==> src/rtl/mac_mp_pkg.sv <==
// rtl/mac_mp_pkg.sv - shared types and pass-sequencing helpers for mac_unit_mp
package mac_mp_pkg;

    typedef enum logic [1:0] {
        MODE_8x8   = 2'd0,
        MODE_8x16  = 2'd1,
        MODE_16x16 = 2'd2
    } mode_e;

    typedef enum logic [1:0] {
        S_IDLE = 2'd0,
        S_MUL  = 2'd1,
        S_OUT  = 2'd2
    } state_e;

    typedef struct packed {
        logic a_hi;
        logic b_hi;
    } pass_sel_t;

    function automatic mode_e decode_mode(input logic [1:0] m);
        case (m)
            2'd1:    return MODE_8x16;
            2'd2:    return MODE_16x16;
            default: return MODE_8x8;
        endcase
    endfunction

    function automatic logic [2:0] passes_for_mode(input mode_e m);
        case (m)
            MODE_8x16:  return 3'd2;
            MODE_16x16: return 3'd4;
            default:    return 3'd1;
        endcase
    endfunction

    // Pass order lo*lo, lo*hi(b), hi(a)*lo, hi*hi falls out of the pass index bits.
    function automatic pass_sel_t pass_select(input logic [1:0] p);
        pass_sel_t s;
        s.a_hi = p[1];
        s.b_hi = p[0];
        return s;
    endfunction

    function automatic int pass_shift(input logic [1:0] p, input int iw, input int ww);
        return (p[1] ? iw : 0) + (p[0] ? ww : 0);
    endfunction

endpackage

==> src/rtl/mac_unit_mp_if.sv <==
// rtl/mac_unit_mp_if.sv - operand, weight and result bus of mac_unit_mp
interface mac_unit_mp_if #(
    parameter int LANES = 2,
    parameter int I_W   = 8,
    parameter int W_W   = 8,
    parameter int RES_W = 32,
    parameter int CNT_W = 8
);
    logic [1:0]               mode;
    logic                     a_s;
    logic                     b_s;
    logic [CNT_W-1:0]         acc_len;
    logic                     in_valid;
    logic                     in_ready;
    logic [LANES*2*I_W-1:0]   in_data;
    logic [LANES*W_W-1:0]     W_in;
    logic                     W_en;
    logic [LANES*W_W-1:0]     W_out;
    logic                     out_valid;
    logic                     out_ready;
    logic [LANES*RES_W-1:0]   res_out;
    logic                     busy;

    modport master (
        output mode, a_s, b_s, acc_len, in_valid, in_data, W_in, W_en, out_ready,
        input  in_ready, W_out, out_valid, res_out, busy
    );

    modport slave (
        input  mode, a_s, b_s, acc_len, in_valid, in_data, W_in, W_en, out_ready,
        output in_ready, W_out, out_valid, res_out, busy
    );
endinterface

==> src/rtl/mac_mp_lane.sv <==
// rtl/mac_mp_lane.sv - one MAC lane: weight store, partial-product multiplier, accumulator
module mac_mp_lane
    import mac_mp_pkg::*;
#(
    parameter int I_W   = 8,
    parameter int W_W   = 8,
    parameter int W_D   = 4,
    parameter int RES_W = 32
) (
    input  logic               clk,
    input  logic               reset,
    input  logic               a_load,
    input  logic [2*I_W-1:0]   a_in,
    input  logic               mul_en,
    input  logic [1:0]         pass,
    input  mode_e              mode,
    input  logic               a_s,
    input  logic               b_s,
    input  logic               ptr_adv,
    input  logic               acc_clr,
    input  logic               w_load,
    input  logic [W_W-1:0]     w_in,
    output logic [W_W-1:0]     w_out,
    output logic [RES_W-1:0]   res
);
    localparam int PW = (W_D > 1) ? $clog2(W_D) : 1;
    localparam int PP = I_W + W_W + 2;
    localparam logic [PW:0] ONE_C = (PW+1)'(1);
    localparam logic [PW:0] TWO_C = (PW+1)'(2);
    localparam logic [PW:0] WD_C  = (PW+1)'(W_D);

    logic [W_W-1:0]   word_q [W_D];
    logic [W_W-1:0]   word_d [W_D];
    logic [PW-1:0]    ptr_q, ptr_d;
    logic [2*I_W-1:0] a_q, a_d;
    logic [RES_W-1:0] acc_q, acc_d;

    pass_sel_t         sel;
    logic [PW:0]       ptr_hi_sum, ptr_nxt_sum;
    logic [PW-1:0]     ptr_hi;
    logic [I_W-1:0]    a_half;
    logic [W_W-1:0]    b_half;
    logic              a_sgn, b_sgn;
    logic signed [PP-1:0] a_ext, b_ext, prod;
    logic [RES_W-1:0]  prod_ext;

    always_comb begin
        sel = pass_select(pass);

        ptr_hi_sum = {1'b0, ptr_q} + ONE_C;
        if (ptr_hi_sum >= WD_C) ptr_hi_sum = ptr_hi_sum - WD_C;
        ptr_hi = ptr_hi_sum[PW-1:0];

        ptr_nxt_sum = {1'b0, ptr_q} + ((mode == MODE_8x8) ? ONE_C : TWO_C);
        if (ptr_nxt_sum >= WD_C) ptr_nxt_sum = ptr_nxt_sum - WD_C;

        a_half = sel.a_hi ? a_q[2*I_W-1:I_W] : a_q[I_W-1:0];
        b_half = sel.b_hi ? word_q[ptr_hi] : word_q[ptr_q];

        // Lo halves of split operands are magnitude bits; unsplit operands carry the sign.
        a_sgn = (mode == MODE_16x16) ? (sel.a_hi & a_s) : a_s;
        b_sgn = (mode == MODE_8x8) ? b_s : (sel.b_hi & b_s);

        a_ext    = {{(PP-I_W){a_sgn & a_half[I_W-1]}}, a_half};
        b_ext    = {{(PP-W_W){b_sgn & b_half[W_W-1]}}, b_half};
        prod     = a_ext * b_ext;
        prod_ext = {{(RES_W-PP){prod[PP-1]}}, prod};
    end

    always_comb begin
        word_d = word_q;
        ptr_d  = ptr_q;
        a_d    = a_q;
        acc_d  = acc_q;
        if (w_load) begin
            word_d[0] = w_in;
            for (int i = 1; i < W_D; i++) word_d[i] = word_q[i-1];
            ptr_d = '0;
        end
        if (a_load) a_d = a_in;
        if (mul_en) acc_d = acc_q + (prod_ext << pass_shift(pass, I_W, W_W));
        if (ptr_adv) ptr_d = ptr_nxt_sum[PW-1:0];
        if (acc_clr) acc_d = '0;
    end

    always_ff @(posedge clk or posedge reset) begin
        if (reset) begin
            for (int i = 0; i < W_D; i++) word_q[i] <= '0;
            ptr_q <= '0;
            a_q   <= '0;
            acc_q <= '0;
        end else begin
            for (int i = 0; i < W_D; i++) word_q[i] <= word_d[i];
            ptr_q <= ptr_d;
            a_q   <= a_d;
            acc_q <= acc_d;
        end
    end

    assign w_out = word_q[W_D-1];
    assign res   = acc_q;

endmodule

==> src/rtl/mac_unit_mp.sv <==
// rtl/mac_unit_mp.sv - multi-lane multi-precision MAC: shared sequencer over LANES lanes
module mac_unit_mp
    import mac_mp_pkg::*;
#(
    parameter int LANES = 2,
    parameter int I_W   = 8,
    parameter int W_W   = 8,
    parameter int W_D   = 4,
    parameter int RES_W = 32,
    parameter int CNT_W = 8
) (
    input  logic          clk,
    input  logic          reset,
    mac_unit_mp_if.slave  bus
);
    state_e           state_q;
    logic [1:0]       pass_q;
    logic [CNT_W-1:0] cnt_q;
    logic [CNT_W-1:0] len_m1_q;
    mode_e            mode_q;
    logic             a_s_q, b_s_q;
    logic             in_ready_q, out_valid_q;

    logic             accept, mul_en, last_pass, acc_clr, w_load;
    logic [LANES*W_W-1:0]   w_out_all;
    logic [LANES*RES_W-1:0] res_all;

    always_comb begin
        accept    = (state_q == S_IDLE) && bus.in_valid;
        mul_en    = (state_q == S_MUL);
        last_pass = mul_en && ({1'b0, pass_q} == (passes_for_mode(mode_q) - 3'd1));
        acc_clr   = (state_q == S_OUT) && bus.out_ready;
        w_load    = (state_q == S_IDLE) && (cnt_q == '0) && bus.W_en;
    end

    always_ff @(posedge clk or posedge reset) begin
        if (reset) begin
            state_q     <= S_IDLE;
            pass_q      <= '0;
            cnt_q       <= '0;
            len_m1_q    <= '0;
            mode_q      <= MODE_8x8;
            a_s_q       <= 1'b0;
            b_s_q       <= 1'b0;
            in_ready_q  <= 1'b1;
            out_valid_q <= 1'b0;
        end else begin
            case (state_q)
                S_IDLE: begin
                    if (bus.in_valid) begin
                        state_q    <= S_MUL;
                        pass_q     <= '0;
                        in_ready_q <= 1'b0;
                        // Group configuration is frozen at the first input of a group.
                        if (cnt_q == '0) begin
                            mode_q   <= decode_mode(bus.mode);
                            a_s_q    <= bus.a_s;
                            b_s_q    <= bus.b_s;
                            len_m1_q <= (bus.acc_len == '0) ? '0 : bus.acc_len - CNT_W'(1);
                        end
                    end
                end
                S_MUL: begin
                    if (last_pass) begin
                        pass_q <= '0;
                        if (cnt_q == len_m1_q) begin
                            cnt_q       <= '0;
                            state_q     <= S_OUT;
                            out_valid_q <= 1'b1;
                        end else begin
                            cnt_q      <= cnt_q + CNT_W'(1);
                            state_q    <= S_IDLE;
                            in_ready_q <= 1'b1;
                        end
                    end else begin
                        pass_q <= pass_q + 2'd1;
                    end
                end
                S_OUT: begin
                    if (bus.out_ready) begin
                        state_q     <= S_IDLE;
                        out_valid_q <= 1'b0;
                        in_ready_q  <= 1'b1;
                    end
                end
                default: begin
                    state_q     <= S_IDLE;
                    in_ready_q  <= 1'b1;
                    out_valid_q <= 1'b0;
                end
            endcase
        end
    end

    for (genvar k = 0; k < LANES; k++) begin : g_lane
        mac_mp_lane #(
            .I_W   (I_W),
            .W_W   (W_W),
            .W_D   (W_D),
            .RES_W (RES_W)
        ) u_lane (
            .clk     (clk),
            .reset   (reset),
            .a_load  (accept),
            .a_in    (bus.in_data[k*2*I_W +: 2*I_W]),
            .mul_en  (mul_en),
            .pass    (pass_q),
            .mode    (mode_q),
            .a_s     (a_s_q),
            .b_s     (b_s_q),
            .ptr_adv (last_pass),
            .acc_clr (acc_clr),
            .w_load  (w_load),
            .w_in    (bus.W_in[k*W_W +: W_W]),
            .w_out   (w_out_all[k*W_W +: W_W]),
            .res     (res_all[k*RES_W +: RES_W])
        );
    end

    assign bus.in_ready  = in_ready_q;
    assign bus.out_valid = out_valid_q;
    assign bus.W_out     = w_out_all;
    assign bus.res_out   = res_all;
    assign bus.busy      = (state_q != S_IDLE) || (cnt_q != '0);

endmodule

==> src/flat_wrapper.sv <==
// flat-port wrapper written by rule: the top's interface ports become plain ports
module mac_unit_mp_flat import mac_mp_pkg::*;
#(
    parameter int LANES = 2,
    parameter int I_W   = 8,
    parameter int W_W   = 8,
    parameter int W_D   = 4,
    parameter int RES_W = 32,
    parameter int CNT_W = 8
)
  (clk, reset, bus_mode, bus_a_s, bus_b_s, bus_acc_len, bus_in_valid, bus_in_data, bus_W_in, bus_W_en, bus_out_ready, bus_in_ready, bus_W_out, bus_out_valid, bus_res_out, bus_busy);
  mac_unit_mp_if #(.LANES(LANES), .I_W(I_W), .W_W(W_W), .RES_W(RES_W), .CNT_W(CNT_W)) bus_i ();
  input  logic clk;
  input  logic reset;
  input wire logic [$bits(bus_i.mode)-1:0] bus_mode;
  input wire logic [$bits(bus_i.a_s)-1:0] bus_a_s;
  input wire logic [$bits(bus_i.b_s)-1:0] bus_b_s;
  input wire logic [$bits(bus_i.acc_len)-1:0] bus_acc_len;
  input wire logic [$bits(bus_i.in_valid)-1:0] bus_in_valid;
  input wire logic [$bits(bus_i.in_data)-1:0] bus_in_data;
  input wire logic [$bits(bus_i.W_in)-1:0] bus_W_in;
  input wire logic [$bits(bus_i.W_en)-1:0] bus_W_en;
  input wire logic [$bits(bus_i.out_ready)-1:0] bus_out_ready;
  output wire logic [$bits(bus_i.in_ready)-1:0] bus_in_ready;
  output wire logic [$bits(bus_i.W_out)-1:0] bus_W_out;
  output wire logic [$bits(bus_i.out_valid)-1:0] bus_out_valid;
  output wire logic [$bits(bus_i.res_out)-1:0] bus_res_out;
  output wire logic [$bits(bus_i.busy)-1:0] bus_busy;
  assign bus_i.mode = bus_mode;
  assign bus_i.a_s = bus_a_s;
  assign bus_i.b_s = bus_b_s;
  assign bus_i.acc_len = bus_acc_len;
  assign bus_i.in_valid = bus_in_valid;
  assign bus_i.in_data = bus_in_data;
  assign bus_i.W_in = bus_W_in;
  assign bus_i.W_en = bus_W_en;
  assign bus_i.out_ready = bus_out_ready;
  assign bus_in_ready = bus_i.in_ready;
  assign bus_W_out = bus_i.W_out;
  assign bus_out_valid = bus_i.out_valid;
  assign bus_res_out = bus_i.res_out;
  assign bus_busy = bus_i.busy;
  mac_unit_mp #(.LANES(LANES), .I_W(I_W), .W_W(W_W), .W_D(W_D), .RES_W(RES_W), .CNT_W(CNT_W)) u_core (.clk(clk), .reset(reset), .bus(bus_i));
endmodule
==> config.mk <==
export PLATFORM = sky130hd
export DESIGN_NAME = mac_unit_mp_flat
export DESIGN_NICKNAME = d
export VERILOG_FILES = /design/src/rtl/mac_mp_pkg.sv /design/src/rtl/mac_unit_mp_if.sv /design/src/rtl/mac_mp_lane.sv /design/src/rtl/mac_unit_mp.sv /design/src/flat_wrapper.sv
export SDC_FILE = /design/constraint.sdc
export NUM_CORES = 1
export LEC_CHECK = 0
export ABC_AREA = 1
export CAP_MARGIN = 25
export CORE_UTILIZATION = 55
export CTS_CLUSTER_DIAMETER = 80
export DETAILED_ROUTE_END_ITERATION = 7
export PLACE_DENSITY_LB_ADDON = 0.1
export SYNTH_ARGS = -nofsm -noshare
export SYNTH_HDL_FRONTEND = slang
export SYNTH_SLANG_ARGS = --single-unit
==> constraint.sdc <==
create_clock -name clk -period 8.3 [get_ports clk]
set_input_delay 1.66 -clock clk [delete_from_list [all_inputs] [get_ports clk]]
set_output_delay 1.66 -clock clk [all_outputs]
set_load 0.01 [all_outputs]
# Word-level counts from Yosys, hierarchy flattened
# Cells that the tools add are included.
# word_totals
word_cells,148
regBits,190
inputBits,65
output_inout_bits,83
# classes
reduce_logical,21
n_shift,2
n_mux,53
n_bitwise,11
magnitude_cmp,8
multipliers,2
n_addsub,15
n_eq_ne,13
# ops
operator,count
32-bit 2-to-1 mux,4
8-bit 2-to-1 mux,14
32-bit adder,2
8-bit binary-select mux with 2-bit select,4
9-bit by 9-bit multiplier with 18-bit output,2
32-bit by 32-bit left shift with 32-bit output,1
32-bit by 5-bit left shift with 32-bit output,1
2-bit 2-to-1 mux,14
"3-bit >= comparator, second input constant",8
8-bit zero test,2
2-bit NOT with 3-bit output,4
1-bit 2-to-1 mux,9
"8-bit by 1-bit adder with 8-bit output, second input constant",1
8-bit equality test,1
4-bit 2-to-1 mux,2
2-bit case mux with 2 select lines,2
4-bit AND reduction,2
2-bit nonzero test,4
8-bit nonzero test,1
"2-bit by 1-bit subtractor with 2-bit output, second input constant",4
"8-bit by 1-bit subtractor with 8-bit output, second input constant",1
"2-bit by 1-bit adder with 3-bit output, second input constant",2
2-bit by 2-bit adder with 3-bit output,2
1-bit AND,6
17 further kinds,32

# Longest topological paths before layout
# Gate-level depths: netlist (run 1).
# depth
depth_word,14
mapped_depth,47
ltp_nobuf,45

# Hierarchy
# From an unflattened synthesis (run 1), not the netlist that was laid out.
# hier_totals
cells_unflattened,2816
area_unflattened_um2,20417.1
# by_module_without_submodules
module,cells_each,seq_area_each_um2,area_each_um2,instances
mac_mp_lane at u_core.g_lane[0].u_lane,1300,2052.0,9340.2,1
mac_mp_lane at u_core.g_lane[1].u_lane,1300,2052.0,9313.9,1
mac_unit_mp,216,651.9,1762.9,1

# Least setup slack after synthesis (run 1)
# OpenSTA, ideal clock, no wires.
# synth_timing
path_type,register -> register
startpoint,register u_core.pass_q[1]
endpoint,register u_core.g_lane[1].u_lane.acc_q[26]
stages_incl_launch_ff,37
setup_ps,120
setup_slack_ps,1389
arrival_ps,6790
path_buffers,1
t_required_ps,8180
period_less_slack_ps,6911
cell_sequence,dfrtp_1 -> buf_2 -> o21ai_1 -> inv_1 -> nor2_1 -> inv_1 -> nor2_1 -> inv_1 -> fa_1 -> inv_1 -> fa_1 -> fa_1 -> fa_1 -> inv_1 -> fa_1 -> inv_1 -> ha_1 -> nand2_1 -> inv_1 -> a21oi_2 -> nor2_1 -> nor2_1 -> inv_1 -> nand2_1 -> nand3_1 -> nand3_1 -> o21ai_0 -> ha_1 -> nand2_2 -> nor4_2 -> nand3b_1 -> nand3_1 -> nand2_1 -> nand2_1 -> a21oi_1 -> o21ai_1 -> nand2_1
# synth_between
elab_chain_len,8
elab_cells_between_ends,11
cone_classes,add/sub (2); mul (1); shift (1); mux (5); bitwise (2)
# synth_lines
item,line_no,source
from (decl),mac_unit_mp.sv:17,logic [1:0] pass_q;
from (signal assigned),mac_unit_mp.sv:76,pass_q <= pass_q + 2'd1;
1-bit AND,mac_mp_lane.sv:61,a_sgn = (mode == MODE_16x16) ? (sel.a_hi & a_s) : a_s;
1-bit 2-to-1 mux,mac_mp_lane.sv:61,
1-bit AND,mac_mp_lane.sv:64,"a_ext = {{(PP-I_W){a_sgn & a_half[I_W-1]}}, a_half};"
9-bit by 9-bit multiplier with 18-bit output,mac_mp_lane.sv:66,prod = a_ext * b_ext;
32-bit by 32-bit left shift with 32-bit output (*),mac_mp_lane.sv:81,"if (mul_en) acc_d = acc_q + (prod_ext << pass_shift(pass, I_W, W_W));"
32-bit adder (*),mac_mp_lane.sv:81,
32-bit 2-to-1 mux (*),mac_mp_lane.sv:81,
32-bit 2-to-1 mux (*),mac_mp_lane.sv:83,if (acc_clr) acc_d = '0;
to (signal assigned),mac_mp_lane.sv:91,acc_q <= '0;
to (signal assigned),mac_mp_lane.sv:96,acc_q <= acc_d;
to (decl),mac_mp_lane.sv:36,"logic [RES_W-1:0] acc_q, acc_d;"
# Mark *: on every way between the ends. The rest lies on a longest branch, timed or not. The select of a mux whose other input is x is not followed.
# A chain may end at the register's enable or synchronous reset.

# Final worst setup path (run 1)
# layout_timing
startpoint,register u_core.g_lane[1].u_lane.ptr_q[1]
endpoint,register u_core.g_lane[1].u_lane.acc_q[26]
# layout_between
elab_chain_len,14
elab_cells_between_ends,19
cone_classes,add/sub (3); mul (1); order compare (1); shift (1); mux (10); bitwise (3)
# layout_lines
item,line_no,source
from (decl),mac_mp_lane.sv:34,"logic [PW-1:0] ptr_q, ptr_d;"
from (signal assigned),mac_mp_lane.sv:94,ptr_q <= ptr_d;
2-bit by 1-bit adder with 3-bit output,mac_mp_lane.sv:50,"ptr_hi_sum = {1'b0, ptr_q} + ONE_C;"
3-bit >= comparator / 2-bit by 1-bit subtractor with 2-bit output (equally long branches),mac_mp_lane.sv:51,if (ptr_hi_sum >= WD_C) ptr_hi_sum = ptr_hi_sum - WD_C;
2-bit 2-to-1 mux,mac_mp_lane.sv:51,
2-bit NOT with 3-bit output (implied by the code),mac_mp_lane.sv:58,b_half = sel.b_hi ? word_q[ptr_hi] : word_q[ptr_q];
8-bit binary-select mux with 2-bit select,mac_mp_lane.sv:58,
8-bit 2-to-1 mux (implied by the code) (2 in series),mac_mp_lane.sv:58,
8-bit 2-to-1 mux (*),mac_mp_lane.sv:58,
1-bit AND,mac_mp_lane.sv:65,"b_ext = {{(PP-W_W){b_sgn & b_half[W_W-1]}}, b_half};"
9-bit by 9-bit multiplier with 18-bit output (*),mac_mp_lane.sv:66,
32-bit by 32-bit left shift with 32-bit output (*),mac_mp_lane.sv:81,
32-bit adder (*),mac_mp_lane.sv:81,
32-bit 2-to-1 mux (*),mac_mp_lane.sv:81,
32-bit 2-to-1 mux (*),mac_mp_lane.sv:83,
# Marked as above.

==> results of run 1 <==
==> metal layers <==
| metal | part of all wire | vias to the layer above | track usage |
|---|---|---|---|
| li1 | - | 8982 | - |
| met1 | 0.44 | 8709 | 0.420 |
| met2 | 0.46 | 592 | 0.518 |
| met3 | 0.066 | 96 | 0.0619 |
| met4 | 0.027 | 0 | 0.0992 |
| met5 | 0 | - | 0 |
==> cell families after synthesis <==
group,Yosys count
buffers and inverters,543
multiplexers,4
AND/OR/NAND/NOR,1143
flip-flops,190
XOR/XNOR,30
AO/OA/AOI/OAI,544
adder cells (fa/ha/maj),291
==> final cells by class <==
type	instances	share of cell area
Clock inverter	15	0.00828
Timing Repair Buffer	195	0.0828
Multi-Input combinational cell	2012	0.574
Sequential cell	190	0.213
Tap cell	455	0.0254
Clock buffer	17	0.0190
Inverter	459	0.0778
==> repair_timing <==
item	4_1_cts	5_1_grt
resized for setup	0	28
endpoints found under the setup margin	0	31
buffers inserted	0	7
==> flip-flops by register name, summed over array words and instances (netlist names) <==
register and cells:
u_core.g_lane.u_lane.res 64, u_core.g_lane.u_lane.word_q 48, u_core.g_lane.u_lane.a_q 32, u_core.g_lane.u_lane.w_out 16
u_core.cnt_q 8, u_core.len_m1_q 8, u_core.g_lane.u_lane.ptr_q 4, u_core.mode_q 2
u_core.pass_q 2, u_core.state_q 2, u_core.a_s_q 1, u_core.b_s_q 1
u_core.bus.in_ready 1, u_core.bus.out_valid 1
==> metrics by stage <==
step	cell area (sq um)	hold slack, ps	util	worst slack (ps)
after floorplan	19700	436	-	1390
after global placement	21600	457	0.619	294
after detailed placement	21600	459	0.619	295
after CTS	22200	480	0.637	258
after global routing	22400	497	0.641	4.68
final	22400	476	0.641	530
==> cells in the mapped netlist (all sizes together) (11+ instances only) <==
cell type / count / area share
a21oi: 180 / 0.047
buf: 47 / 0.015
clkbuf: 37 / 0.0071
dfrtp: 189 / 0.24
fa: 144 / 0.15
ha: 147 / 0.094
inv: 458 / 0.087
nand2: 695 / 0.13
nand3: 105 / 0.028
nand4: 16 / 0.0051
nor2: 288 / 0.056
nor3: 17 / 0.0056
o211ai: 19 / 0.0075
o21ai: 264 / 0.069
xnor2: 11 / 0.0049
xor2: 19 / 0.0085
==> worst min-delay path, stage by stage (launching register included) <==
cell and delay [ps]:
dfstp_2 370, inv_1 40, a21oi_1 60
==> path summary, 6_finish.rpt <==
| kind | to | startpoint |
|---|---|---|
| worst max register to register | u_core.g_lane[1].u_lane.res[26] | u_core.g_lane[1].u_lane.ptr_q[1] |
| worst min-delay path | u_core.bus.in_ready | u_core.bus.in_ready |
| min in group asynchronous | u_core.g_lane[0].u_lane.res[27] | reset |
| worst min register to register | u_core.bus.in_ready | u_core.bus.in_ready |
| worst max-delay path | u_core.g_lane[1].u_lane.res[26] | u_core.g_lane[1].u_lane.ptr_q[1] |
| max in group asynchronous | u_core.g_lane[1].u_lane.w_out[7] | reset |
==> results.sh, run 1 <==
export IMPL_fin_crit_ps=7770
export IMPL_syn_area_per_cell_sq_um=7.17
export IMPL_diodes=0
export IMPL_grt_max_degree=110
export IMPL_yosys_warnings=0
export IMPL_reg2reg_slack_ps=530
export IMPL_final_common_cell="nand2_1"
export IMPL_multi_input_area_sq_mm=0.0128
export IMPL_start_util=0.564
export IMPL_numCtsBuffers=17
export IMPL_fp_dieH_um=191
export IMPL_slew_headroom=0.292
export IMPL_synth_nets=3101
export IMPL_drt_initial_drc_count=1223
export IMPL_r2r_cells=37
export IMPL_mostFrequentLayoutCells="nand2_1 (685), inv_1 (441), nor2_1 (280), o21ai_0 (236), dfrtp_1 (184)"
export IMPL_synth_simple_area_share=0.238
export IMPL_drtAntennaViolNets=0
export IMPL_end_kind="register"
export IMPL_via_count=18400
export IMPL_path_buf_inv=7
export IMPL_gp_congestion=0.949
export IMPL_synth_area_sq_mm=0.0197
export IMPL_h_tree_depth=4
export IMPL_cts_tree="built"
export IMPL_layout_drive_gt1_share=0.0596
export IMPL_cp_required_ps=8710
export IMPL_io_buffers=147
export IMPL_drc=0
export IMPL_skew_ps=12.7
export IMPL_final_setup_tns_ps=0
export IMPL_muxShareOfSynthArea=0.00216
export IMPL_grt_first_pass_wirelength_um=90800
export IMPL_cp_max_fo=11
export IMPL_dp_hpwl_um=43800
export IMPL_max_freq_mhz=129
export IMPL_synth_edff_count=0
export IMPL_cts_root_buf="clkbuf_16"
export IMPL_design_portCount=148
export IMPL_first_pass_iters=5
export IMPL_async_flop_share=1.00
export IMPL_grt_overflow_total=0
export IMPL_cts_sinks=190
export IMPL_row_count=68
export IMPL_worstPathArrival_ps=8180
export IMPL_vias_per_cell=5.50
export IMPL_wl_per_cell_um=16.7
export IMPL_die_width_um=191
export IMPL_nFillCells=3235
export IMPL_synth_cells=2745
export IMPL_dieArea_sq_mm=0.0365
export IMPL_worst_pin_slew_ps=1060
export IMPL_synth_xor_area_frac=0.0134
export IMPL_wl_um=55800
export IMPL_rsz0062_at_grt="false"
export IMPL_core_area_sq_mm=0.0349
export IMPL_min_period_over_period=0.936
export IMPL_drv_slew=0
export IMPL_cp_depth=37
export IMPL_critPathKind="register to register"
export IMPL_yosysUniqueCellTypes=59
export IMPL_ff_latch_area_sq_mm=0.00476
export IMPL_synth_adder_area_share=0.240
export IMPL_slowest_delay_ps=550
export IMPL_hold_buffers=0
export IMPL_hold_path_class="register to register"
export IMPL_placedCellCount=3303
export IMPL_clockBufferDepth=2
export IMPL_cp_top_family="adder cells"
export IMPL_synth_top_family_by_area="adder cells"
export IMPL_grt_pass1_vias=18000
export IMPL_synth_compound_area_share=0.156
export IMPL_start_kind="register"
export IMPL_antenna_found_initial=0
export IMPL_clock_latency_ps=470
export IMPL_hold_depth=2
export IMPL_grtUsageTotal=0.316
export IMPL_clkTransAtPathRegs_ps=80
export IMPL_area_growth_pct=13.7
export IMPL_cap_violations=0
export IMPL_ys_ff_latch=190
export IMPL_synth_ff_type="dfrtp_1"
export IMPL_yosysSeqAreaShare=0.242
export IMPL_final_hold_viol_count=0
export IMPL_setup_viol=0
export IMPL_fin_cells=3343
export IMPL_crit_path_top_delay_cell="fa_1"
export IMPL_num_nets_final=3231
export IMPL_outcome="finished, final reports clean"
Power of run 1 is left out: the tool's default activity adds up to more than one toggle a clock period on the data nets, which glitch-free logic cannot reach.
==> inputs of run 2 (changes only) <==
- CORE_MARGIN: unset -> 5
==> run 2 against run 1 <==
Cell area grew 0.74%; critical path type unchanged; first-iteration DRC count increased by 12%; flip-flop and latch count did not move; via count grew 0.96%; clock skew decreased by 0.94 ps; clock-buffer cell count grew 1; cell count increased by 0.51%; critical path depth fell by 5; largest cell class unchanged.
==> results.sh, run 2 (synthesis gave the netlist of run 1 again) <==
export IMPL_drv_slew=0
export IMPL_antenna_found_initial=0
export IMPL_fin_crit_ps=7810
export IMPL_grt_first_pass_wirelength_um=92600
export IMPL_worstPathArrival_ps=8170
export IMPL_layout_drive_gt1_share=0.0686
export IMPL_grt_overflow_total=0
export IMPL_start_util=0.556
export IMPL_final_hold_viol_count=0
export IMPL_largest_register_ffs=64
export IMPL_wl_um=57200
export IMPL_cts_tree="built"
export IMPL_final_common_cell="nand2_1"
export IMPL_dieArea_sq_mm=0.0396
export IMPL_end_kind="register"
export IMPL_cp_required_ps=8660
export IMPL_via_count=18600
export IMPL_clkTransAtPathRegs_ps=80
export IMPL_mostFrequentLayoutCells="nand2_1 (679), inv_1 (439), nor2_1 (276), o21ai_0 (235), dfrtp_1 (184)"
export IMPL_cp_max_fo=23
export IMPL_hold_buffers=0
export IMPL_vias_per_cell=5.52
export IMPL_io_buffers=147
export IMPL_grt_max_degree=127
export IMPL_slew_headroom=0.332
export IMPL_clock_latency_ps=470
export IMPL_path_buf_inv=8
export IMPL_slowest_delay_ps=640
export IMPL_row_count=69
export IMPL_crit_path_frequent_cell="inv_1"
export IMPL_drtAntennaViolNets=0
export IMPL_diodes=0
export IMPL_gp_congestion=0.947
export IMPL_cap_violations=0
export IMPL_area_growth_pct=14.6
export IMPL_first_pass_iters=5
export IMPL_wl_per_cell_um=17.0
export IMPL_h_tree_depth=4
export IMPL_cts_root_buf="clkbuf_16"
export IMPL_drt_initial_drc_count=1373
export IMPL_grtUsageTotal=0.291
export IMPL_max_freq_mhz=128
export IMPL_core_area_sq_mm=0.0354
export IMPL_fp_dieH_um=199
export IMPL_nFillCells=3286
export IMPL_setup_viol=0
export IMPL_worst_pin_slew_ps=1000
export IMPL_outcome="finished, final reports clean"
export IMPL_critPathKind="register to register"
export IMPL_num_nets_final=3242
export IMPL_dp_hpwl_um=44800
export IMPL_hold_path_class="register to register"
export IMPL_min_period_over_period=0.941
export IMPL_design_portCount=148
export IMPL_die_width_um=199
export IMPL_cp_top_family="adder cells"
export IMPL_start_kind="register"
export IMPL_final_util=0.637
export IMPL_crit_path_top_delay_cell="o21ai_0"
export IMPL_cts_sinks=190
export IMPL_clockBufferDepth=2
export IMPL_numCtsBuffers=17
export IMPL_grt_pass1_vias=18000
export IMPL_drc=0
export IMPL_skew_ps=11.8
-- run 2: changes by cell type in the layout (fill, tap and decap cells not counted), sizes merged --
cell / before / now
inv: 466 / 461
clkbuf: 17 / 19
clkinvlp: 2 / 6
buf: 48 / 58
-- run 2: per-layer routing --
layer / global-route usage / wire, um / vias up
met3: 0.0400 / 3460 / 75
met5: 0 / 0 / -
li1: - / - / 9015
met1: 0.407 / 25300 / 8827
met2: 0.487 / 27300 / 638
met4: 0.0610 / 1080 / 0
-- run 2: worst reg2reg max path, delay by kind of cell (launching register included) --
kind	cells	cell delay, ps
adders and majority gates	7	3180
AOI/OAI and AO/OA	7	1860
buffers and inverters	8	900
and+or+nand+nor	10	1300
DFF	1	450
-- run 2: worst paths after layout --
check	start	end	slack [ps]	cells past startpoint
min in group asynchronous	reset	u_core.g_lane[0].u_lane.res[25]	1750	2
worst min register to register	u_core.bus.in_ready	u_core.bus.in_ready	470	2
max in group asynchronous	reset	u_core.g_lane[0].u_lane.ptr_q[1]	5330	4
worst max register to register	u_core.pass_q[1]	u_core.g_lane[0].u_lane.res[19]	490	32
worst min-delay path	u_core.bus.in_ready	u_core.bus.in_ready	470	2
worst max-delay path	u_core.pass_q[1]	u_core.g_lane[0].u_lane.res[19]	490	32
-- run 2: area by class of cell --
| class | instances | area, sq um | area share |
|---|---|---|---|
| clock inverters | 14 | 151 | 0.00672 |
| repair buffers | 206 | 1960 | 0.0872 |
| flip-flops and latches | 190 | 4760 | 0.211 |
| clock buffers | 18 | 439 | 0.0195 |
| inverters | 459 | 1740 | 0.0771 |
| multi-input cells | 2012 | 12900 | 0.573 |
| well taps | 461 | 577 | 0.0256 |
-- run 2: metrics by stage --
step                      setup TNS (ps)  setup slack (ps)  cells  area, sq um  hold WS [ps]
final                                  0               493   3360        22500           473
after global routing               -95.2             -51.0   3360        22500           495
after CTS                              0              53.6   3340        22200           471
after detailed placement               0              93.9   3308        21600           456
after global placement                 0               147   3308        21600           452
after floorplan                        0              1390   2745        19700           436
-- run 2: what timing repair did --
| item | in CTS | in global routing |
|---|---|---|
| gates resized for setup | 0 | 47 |
| endpoints found under the setup margin | 0 | 33 |
| setup buffers | 0 | 18 |
Power of run 2 is left out for the same reason.
==> inputs of run 3 (changes only) <==
- CORE_ASPECT_RATIO: unset -> 1.5
- CTS_BUF_LIST: unset -> sky130_fd_sc_hd__clkbuf_8
==> run 3 against run 2 <==
Clock skew rose by 23 ps; die area rose by 0.20%; register-to-register slack barely moved; routed wire length rose by 3.3%; first-iteration DRC count fell by 9.6%; sequential share of layout area rose by 0.38 points; cell count fell by 0.27%; critical path depth rose by 4; via count barely moved; worst setup slack improved by 14 ps; core utilization fell by 0.83 points; cell area fell by 1.8%; largest cell class unchanged; highest routed layer unchanged.
==> results.sh, run 3 (synthesis gave the netlist of run 1 again) <==
export IMPL_num_nets_final=3220
export IMPL_grt_max_degree=113
export IMPL_critPathKind="register to register"
export IMPL_ff_latch_area_sq_mm=0.00476
export IMPL_grt_overflow_total=0
export IMPL_fin_crit_ps=7790
export IMPL_drc=0
export IMPL_antenna_found_initial=1
export IMPL_gp_congestion=1.05
export IMPL_slowest_delay_ps=550
export IMPL_min_period_over_period=0.939
export IMPL_first_pass_iters=6
export IMPL_setup_viol=0
export IMPL_row_count=84
export IMPL_via_count=18500
export IMPL_worst_slack_ps=507
export IMPL_hold_path_class="register to register"
export IMPL_wl_per_cell_um=17.6
export IMPL_end_kind="register"
export IMPL_drv_slew=0
export IMPL_grt_first_pass_wirelength_um=94400
export IMPL_die_width_um=164
export IMPL_io_buffers=147
export IMPL_final_hold_viol_count=0
export IMPL_h_tree_depth=4
export IMPL_r2r_end="u_core.g_lane[1].u_lane.res[26]"
export IMPL_r2r_start="u_core.g_lane[1].u_lane.ptr_q[1]"
export IMPL_clock_latency_ps=530
export IMPL_max_freq_mhz=128
export IMPL_grtUsageTotal=0.297
export IMPL_r2r_cells=36
export IMPL_worstPathArrival_ps=8230
export IMPL_cp_required_ps=8740
export IMPL_clockBufferDepth=2
export IMPL_largest_register_ffs=64
export IMPL_core_area_sq_mm=0.0352
export IMPL_dieArea_sq_mm=0.0397
export IMPL_drt_initial_drc_count=1241
export IMPL_dp_hpwl_um=47800
export IMPL_cts_root_buf="clkbuf_8"
export IMPL_skew_ps=34.5
export IMPL_final_setup_tns_ps=0
export IMPL_drtAntennaViolNets=0
export IMPL_crit_path_frequent_cell="nand2_1"
export IMPL_numCtsBuffers=17
export IMPL_nFillCells=3309
export IMPL_multi_input_area_sq_mm=0.0128
export IMPL_slew_headroom=0.337
export IMPL_reg2reg_slack_ps=510
export IMPL_final_util=0.628
export IMPL_wl_um=59100
export IMPL_area_growth_pct=12.5
export IMPL_crit_path_top_delay_cell="fa_1"
export IMPL_endpoint="u_core.g_lane[1].u_lane.res[26]"
export IMPL_layout_drive_gt1_share=0.0549
export IMPL_mostFrequentLayoutCells="nand2_1 (686), inv_1 (444), nor2_1 (279), o21ai_0 (236), dfrtp_1 (184)"
export IMPL_start_util=0.559
export IMPL_fp_dieH_um=242
export IMPL_start_kind="register"
export IMPL_cp_max_fo=11
export IMPL_worst_pin_slew_ps=995
export IMPL_cts_sinks=190
export IMPL_cap_violations=0
export IMPL_hold_buffers=0
export IMPL_cts_tree="built"
export IMPL_design_portCount=148
export IMPL_final_common_cell="nand2_1"
export IMPL_grt_pass1_vias=18700
export IMPL_place_worst_setup_slack_ps=305
export IMPL_worstSetupStartpoint="u_core.g_lane[1].u_lane.ptr_q[1]"
export IMPL_outcome="finished, final reports clean"
export IMPL_clkTransAtPathRegs_ps=130
export IMPL_vias_per_cell=5.53
[run 3: final cells by class]
type	count	area share
antenna	1	0.000113
clock buffer	17	0.0106
clock inverter	15	0.00786
inverter	459	0.0787
multi-input combinational	2012	0.580
sequential	190	0.215
tap	473	0.0267
timing repair buffer	184	0.0805
[run 3: metrics by stage]
step	cell area [sq um]	hold slack [ps]	cells
after floorplan	19700	436	2745
after detailed placement	21600	454	3314
after global routing	22100	488	3351
final	22100	470	3351
after global placement	21600	449	3314
after CTS	22000	473	3346
[run 3: worst min-delay path by stage]
| stage | start | end | slack, ps | cells past startpoint |
|---|---|---|---|---|
| 6_report | u_core.bus.in_ready | u_core.bus.in_ready | 470 | 2 |
| 5_1_grt | u_core.bus.in_ready | u_core.bus.in_ready | 490 | 2 |
| 4_1_cts | u_core.bus.in_ready | u_core.bus.in_ready | 470 | 2 |
| 3_5_place_dp | u_core.g_lane[0].u_lane.a_q[5] | u_core.g_lane[0].u_lane.a_q[5] | 450 | 2 |
| 3_3_place_gp | u_core.g_lane[1].u_lane.a_q[4] | u_core.g_lane[1].u_lane.a_q[4] | 450 | 2 |
| 2_1_floorplan | u_core.b_s_q | u_core.b_s_q | 440 | 2 |
[run 3: critical path, delay by kind of cell, from the launching register on]
| family | cells | cell delay (ps) |
|---|---|---|
| compound gates | 7 | 1070 |
| simple gates | 14 | 2060 |
| fa+ha+maj | 7 | 3200 |
| flops | 1 | 510 |
| buf+inv | 8 | 860 |
[run 3: timing repair]
| action | CTS | global route |
|---|---|---|
| setup endpoints to repair | 0 | 31 |
| resized for setup | 0 | 26 |
| setup buffers | 0 | 2 |
[run 3: metal layers]
layer,part of all wire,GRT usage
met1,0.37,0.333
met2,0.52,0.550
met3,0.049,0.0281
met4,0.058,0.154
met5,0,0
Power of run 3 is left out for the same reason.
